[config.mk]
export PLATFORM = sky130hd
export DESIGN_NAME = ldtu_baseline_flag_gen_flat
export DESIGN_NICKNAME = d
export VERILOG_FILES = /design/src/rtl/ldtu_baseline_flag_gen_if.sv /design/src/rtl/ldtu_baseline_flag_gen.sv /design/src/flat_wrapper.sv
export SDC_FILE = /design/constraint.sdc
export NUM_CORES = 1
export LEC_CHECK = 0
export CAP_MARGIN = 40
export CORE_MARGIN = 2
export CORE_UTILIZATION = 25
export CTS_BUF_LIST = sky130_fd_sc_hd__clkbuf_2
export DETAILED_ROUTE_END_ITERATION = 10
export SYNTH_ARGS = -nofsm -noshare
export SYNTH_HDL_FRONTEND = slang
export SYNTH_SLANG_ARGS = --single-unit
[constraint.sdc]
create_clock -name CLK -period 0.8 [get_ports CLK]
set_clock_uncertainty 0.15 [all_clocks]
set_input_delay 0.16 -clock CLK [delete_from_list [all_inputs] [get_ports CLK]]
set_output_delay 0.16 -clock CLK [all_outputs]
set_load 0.1 [all_outputs]
[src/rtl/ldtu_baseline_flag_gen_if.sv]
// ============================================================================
// Module : ldtu_baseline_flag_gen_if
// Brief  : Sample/orbit bus for the LiTe-DTU baseline-flag pre-stage.
//          Optional orbit-check signals present with LDTU_ORBIT_CHECK_EN.
// Rev    : 1.0
// ============================================================================
`default_nettype none

interface ldtu_baseline_flag_gen_if #(
  parameter int NBITS = 12
);
  logic             fallback;
  logic [NBITS:0]   DATA_in;
  logic             BC0_in;
  logic [6:0]       bsl_limit;
  logic [NBITS:0]   DATA_out;
  logic             baseline_flag;
  logic             Orbit;
  logic             Orbit_FB;
`ifdef LDTU_ORBIT_CHECK_EN
  logic             orbit_err;
  logic [15:0]      orbit_cnt_o;

  modport master (
    output fallback, DATA_in, BC0_in, bsl_limit,
    input  DATA_out, baseline_flag, Orbit, Orbit_FB, orbit_err, orbit_cnt_o
  );
  modport slave (
    input  fallback, DATA_in, BC0_in, bsl_limit,
    output DATA_out, baseline_flag, Orbit, Orbit_FB, orbit_err, orbit_cnt_o
  );
`else
  modport master (
    output fallback, DATA_in, BC0_in, bsl_limit,
    input  DATA_out, baseline_flag, Orbit, Orbit_FB
  );
  modport slave (
    input  fallback, DATA_in, BC0_in, bsl_limit,
    output DATA_out, baseline_flag, Orbit, Orbit_FB
  );
`endif
endinterface

`default_nettype wire

[src/rtl/ldtu_baseline_flag_gen.sv]
// ============================================================================
// Module : ldtu_baseline_flag_gen
// Brief  : Baseline-flag, orbit-pulse and alignment pipeline ahead of the
//          compression FSM. Optional orbit spacing check: LDTU_ORBIT_CHECK_EN.
// Rev    : 1.0
// ============================================================================
`default_nettype none

module ldtu_baseline_flag_gen #(
  parameter int NBITS     = 12,
  parameter int DELAY     = 2,
  parameter int ORBIT_LEN = 3564
) (
  input  wire logic                  CLK,
  input  wire logic                  rst_b,
  ldtu_baseline_flag_gen_if.slave    bus
);

  localparam logic [6:0] c_LIMIT_MAX = 7'd64;

  logic [6:0]                 w_limit;
  logic [NBITS-1:0]           w_limit_ext;
  logic                       w_flag;
  logic                       w_pulse;

  logic                       r_bc0_q;
  logic                       r_fb_q;
  logic [DELAY-1:0][NBITS:0]  r_data;
  logic [DELAY-1:0]           r_flag;
  logic [DELAY-1:0]           r_pulse;

  assign w_limit     = (bus.bsl_limit > c_LIMIT_MAX) ? c_LIMIT_MAX : bus.bsl_limit;
  assign w_limit_ext = {{(NBITS-7){1'b0}}, w_limit};
  assign w_flag      = ~bus.DATA_in[NBITS] && (bus.DATA_in[NBITS-1:0] < w_limit_ext);
  // bc0_q resets high so a BC0 level already asserted at release is not an edge.
  assign w_pulse     = bus.BC0_in & ~r_bc0_q;

  always_ff @(posedge CLK or negedge rst_b) begin
    if (!rst_b) begin
      r_bc0_q <= 1'b1;
      r_fb_q  <= 1'b0;
      r_data  <= '0;
      r_flag  <= '0;
      r_pulse <= '0;
    end else begin
      r_bc0_q    <= bus.BC0_in;
      r_fb_q     <= bus.fallback;
      r_data[0]  <= bus.DATA_in;
      r_flag[0]  <= w_flag;
      r_pulse[0] <= w_pulse;
      for (int i = 1; i < DELAY; i++) begin
        r_data[i]  <= r_data[i-1];
        r_flag[i]  <= r_flag[i-1];
        r_pulse[i] <= r_pulse[i-1];
      end
    end
  end

  assign bus.DATA_out      = r_data[DELAY-1];
  assign bus.baseline_flag = r_flag[DELAY-1];
  assign bus.Orbit         = r_pulse[DELAY-1] & ~r_fb_q;
  assign bus.Orbit_FB      = r_pulse[DELAY-1] &  r_fb_q;

`ifdef LDTU_ORBIT_CHECK_EN
  localparam logic [11:0] c_ORB_LAST = 12'(ORBIT_LEN - 1);

  logic [11:0] r_orb_cnt;
  logic        r_seen;
  logic        r_orbit_err;
  logic [15:0] r_edge_cnt;

  always_ff @(posedge CLK or negedge rst_b) begin
    if (!rst_b) begin
      r_orb_cnt   <= '0;
      r_seen      <= 1'b0;
      r_orbit_err <= 1'b0;
      r_edge_cnt  <= '0;
    end else if (w_pulse) begin
      if (r_seen && (r_orb_cnt != c_ORB_LAST)) begin
        r_orbit_err <= 1'b1;
      end
      r_seen     <= 1'b1;
      r_orb_cnt  <= '0;
      r_edge_cnt <= r_edge_cnt + 16'd1;
    end else if (r_orb_cnt != 12'hFFF) begin
      r_orb_cnt <= r_orb_cnt + 12'd1;
    end
  end

  assign bus.orbit_err   = r_orbit_err;
  assign bus.orbit_cnt_o = r_edge_cnt;
`endif

endmodule

`default_nettype wire

[src/flat_wrapper.sv]
// flat-port wrapper written by rule: the top's interface ports become plain ports
module ldtu_baseline_flag_gen_flat 
#(
  parameter int NBITS     = 12,
  parameter int DELAY     = 2,
  parameter int ORBIT_LEN = 3564
)
  (CLK, rst_b, bus_fallback, bus_DATA_in, bus_BC0_in, bus_bsl_limit, bus_DATA_out, bus_baseline_flag, bus_Orbit, bus_Orbit_FB);
  ldtu_baseline_flag_gen_if #(.NBITS(NBITS)) bus_i ();
  input  wire logic CLK;
  input  wire logic rst_b;
  input wire logic [$bits(bus_i.fallback)-1:0] bus_fallback;
  input wire logic [$bits(bus_i.DATA_in)-1:0] bus_DATA_in;
  input wire logic [$bits(bus_i.BC0_in)-1:0] bus_BC0_in;
  input wire logic [$bits(bus_i.bsl_limit)-1:0] bus_bsl_limit;
  output wire logic [$bits(bus_i.DATA_out)-1:0] bus_DATA_out;
  output wire logic [$bits(bus_i.baseline_flag)-1:0] bus_baseline_flag;
  output wire logic [$bits(bus_i.Orbit)-1:0] bus_Orbit;
  output wire logic [$bits(bus_i.Orbit_FB)-1:0] bus_Orbit_FB;
  assign bus_i.fallback = bus_fallback;
  assign bus_i.DATA_in = bus_DATA_in;
  assign bus_i.BC0_in = bus_BC0_in;
  assign bus_i.bsl_limit = bus_bsl_limit;
  assign bus_DATA_out = bus_i.DATA_out;
  assign bus_baseline_flag = bus_i.baseline_flag;
  assign bus_Orbit = bus_i.Orbit;
  assign bus_Orbit_FB = bus_i.Orbit_FB;
  ldtu_baseline_flag_gen #(.NBITS(NBITS), .DELAY(DELAY), .ORBIT_LEN(ORBIT_LEN)) u_core (.CLK(CLK), .rst_b(rst_b), .bus(bus_i));
endmodule
==> results by group, run 1 <==
Yosys
  • Main combinational cell family by area after synthesis: buffers and inverters
  • Seq/Total Area, Yosys: 73.0%
  • Most numerous cell in the Yosys netlist: dfrtp_1
  • Ranking of synthesized cells by area: dfrtp_1, buf_4, ha_1
  • Post-synthesis instance total: 72
  • Compound-gate portion of the synthesized area: 2.96%
  • Area leader, netlist: dfrtp_1
  • Yosys reg bits: 32
  • Synth warnings: 0
  • Top post-synthesis cells by count: dfrtp_1, buf_4, ha_1, nand2_1, nor2_1
  • Async SR Flop Fraction: 100%
  • Area share of the largest cell type after synthesis: 70.6%
  • Multiplexer share of the synthesized area: 0%
  • Synth Flop Type: dfrtp_1
  • Xor and xnor fraction of the mapped netlist area: 0%
  • Mapped Area: 1100 um2
  • Mapped Nets: 102
  • EDFF count, synth: 0
  • Simple-gate share of the synthesized area: 7.97%
  • Synth Area in Adders: 6.83%
  • Distinct cell type count after synthesis: 17
  • Mean Syn Cell Area: 15.3 um2

Placed design
  • Post-Place Worst Slack: -1.06 ns
  • Hpwl dp: 1.65 mm
  • Placer Congestion: 0.726
  • IO Port Bufs: 39

Outcome
  • Violated checks: hold timing, setup timing
  • Outcome: complete, but fails checks

Worst setup path
  • Worst path slowest cell: dfrtp_1
  • Max FO, Critical Path: 2
  • Crit path capture type: output port
  • Worst Setup Start Kind: flip-flop
  • Arrival @ worst endpoint: 1.13 ns
  • Largest stage delay, worst path: 0.42 ns
  • Critical path class: reg -> out
  • Critical path required time: 0.49 ns
  • Worst path cell trace: and2_4 > buf_12

Final layout
  • Layout cells sized above 1: 43.0%
  • P&R area growth vs syn: 66.2%
  • Diode count: 0
  • Layout net count: 143
  • Fin util: 42.5%

Timing
  • Final setup violation count: 18
  • Setup_tns: -8.26 ns
  • Final worst-path cycle share: 180%
  • Max Slew Vio Count: 0
  • RSZ-0062 raised after global routing: yes
  • Slew HR: 85.1%
  • Hold WS: -0.104 ns
  • Count of final hold-check violations: 8
  • Actual slew at the worst max-slew pin: 0.221 ns
  • Achievable Freq: 695 MHz
  • Final WS setup: -0.639 ns
  • Period minus WS final: 1.44 ns

Global routing
  • Antenna violations before repair: 0
  • Largest net degree at the start of global routing: 23
  • Vias in the first global route: 732
  • First-pass GRT wire length: 3.57 mm
  • Grt ovf: 0
  • Total track usage: 10.0%

Pwr
  • Sequential power share: 54.2%
  • Total power: 3210 uW
  • Sw power: 991 uW
  • Power Dens Cells: 1760 nW/um2
  • Internal: 2220 uW
  • Switching part of the total: 30.9%
  • Logic pwr share: 23.9%
  • Clock power frac: 21.9%
  • Worst vdd rail ir drop: 0.413 mV
  • Leak Pwr: 0.000834 uW

Route
  • Initial DRC count: 39
  • WL/cell: 12.8 um
  • Residual DRC: 0
  • WL final: 2.13 mm
  • Drt via density: 4.02
  • Routed Antenna Nets: 0
  • DRT Pass-1 Iters: 2
  • Routed via count: 667

Clocking
  • # clock sinks: 32
  • Total CTS buffers: 5
  • TritonCTS clock tree: built
  • Root Driver: clkbuf_2
  • Htree depth: 2
  • Max Buffers Root-to-Sink: 2
  • Clock Latency Late Sink: 0.35 ns
  • CTS clk-pin slew, worst paths: 0.16 ns

Die
  • Ports: 40
  • Die width: 70.3 um
  • Die ar.: 4940 um2
  • Die Height: 70.3 um
  • # rows: 24
  • Core area: 4290 um2
  • Initial core utilization: 25.6%

Run
  • Max-cap violations: 0

Min path
  • Hold Path Class: in -> reg
-- layer usage --
metal  wire length (um)  up-vias  global-route usage (%)
li1                   -      305                       -
met1                779      330                    10.1
met2               1130       27                    17.0
met3                163        5                    3.17
met4                 57        0                    7.69
met5                  0        -                       0
-- worst max-delay path: cells and delay by family (launching register included) --
kind                   cells  cell delay, ns
and+or+nand+nor            1            0.18
buffers and inverters      1            0.17
DFF                        1            0.42
-- placed cells by master, fill, tap and decap left out, types with 2 or more instances in the layout --
cell / synthesis / routed
clkdlybuf4s50_1: 0 / 5
o21ai_2: 0 / 2
dfrtp_1: 31 / 30
ha_1: 6 / 2
dlygate4sd2_1: 0 / 9
dlygate4sd3_1: 0 / 2
clkbuf_2: 0 / 5
nand2_1: 6 / 3
ha_4: 0 / 4
clkdlybuf4s15_1: 0 / 4
buf_4: 13 / 4
nor2_1: 3 / 3
buf_12: 0 / 17
buf_2: 0 / 3
nand2_2: 0 / 2
clkinv_2: 0 / 2
-- kinds of logic after synthesis --
| family | after synthesis |
|---|---|
| buffers and inverters | 14 |
| AO/OA/AOI/OAI | 4 |
| adder cells (fa/ha/maj) | 6 |
| AND/OR/NAND/NOR | 16 |
| flip-flops | 32 |
-- worst paths after layout --
check                                      startpoint                                to  slack (ns)  cells after the start
max                           u_core.r_fb_q$_DFF_PN0_                      bus_Orbit_FB       -0.64                      2
min                                    bus_DATA_in[3]        u_core.r_data[3]$_DFF_PN0_       -0.10                      1
max reg2reg                  u_core.r_bc0_q$_DFF_PN1_       u_core.r_pulse[0]$_DFF_PN0_       -0.03                      1
min reg2reg                u_core.r_data[3]$_DFF_PN0_  u_core.bus.DATA_out[3]$_DFF_PN0_        0.20                      0
max in group asynchronous                       rst_b          u_core.r_bc0_q$_DFF_PN1_        0.28                      2
min in group asynchronous                       rst_b        u_core.r_flag[1]$_DFF_PN0_        0.01                      2
-- layout make-up --
| type | count | area (um2) |
|---|---|---|
| clock buffers | 5 | 25.0 |
| clock inverters | 3 | 13.8 |
| fillers | 391 | 2470 |
| inverters | 1 | 11.3 |
| multi-input cells | 26 | 290 |
| flip-flops and latches | 32 | 806 |
| well taps | 52 | 65.1 |
| repair buffers | 47 | 614 |
-- state kept, by name, summed over array words and instances, names as in the netlist --
register             count
u_core.r_data           13
u_core.r_pulse           2
u_core.bus.DATA_out     13
u_core.r_flag            2
u_core.r_fb_q            1
u_core.r_bc0_q           1
-- timing repair --
| item | CTS | global route |
|---|---|---|
| setup buffers | 1 | 0 |
| endpoints found under the setup margin | 18 | 18 |
| pin swaps | 16 | 8 |
| hold buffers | 2 | 1 |
| hold endpoints to repair | 19 | 19 |
| gates resized for setup | 39 | 12 |
-- power by group through the flow --
stage | logic [uW] | clock network, uW | registers, uW
3_5_place_dp | 727 | 0 | 1770
3_3_place_gp | 717 | 0 | 1770
5_1_grt | 807 | 812 | 1750
6_report | 766 | 703 | 1740
4_1_cts | 728 | 731 | 1740
2_1_floorplan | 428 | 0 | 1750
-- stage by stage --
step,instance area [um2],std cells
after global routing,1830,166
after floorplan,1170,72
after global placement,1680,154
after detailed placement,1680,154
final,1830,166
after CTS,1750,165
No activity file was read; power rests on OpenSTA's default activity.
==> run 2, diff against run 1 <==
--- a/config.mk
+++ b/config.mk
@@ -5,7 +5,6 @@
 export SDC_FILE = /design/constraint.sdc
 export NUM_CORES = 1
 export LEC_CHECK = 0
-export CAP_MARGIN = 40
 export CORE_MARGIN = 2
 export CORE_UTILIZATION = 25
 export CTS_BUF_LIST = sky130_fd_sc_hd__clkbuf_2
==> results of run 2 <==
The final DEF is identical to that of run 1; final timing and power are the same.
==> run 3, diff against run 2 <==
--- a/config.mk
+++ b/config.mk
@@ -5,6 +5,7 @@
 export SDC_FILE = /design/constraint.sdc
 export NUM_CORES = 1
 export LEC_CHECK = 0
+export CAP_MARGIN = 0
 export CORE_MARGIN = 2
 export CORE_UTILIZATION = 25
 export CTS_BUF_LIST = sky130_fd_sc_hd__clkbuf_2
==> results of run 3 <==
The final DEF is identical to that of run 1; final timing and power are the same.
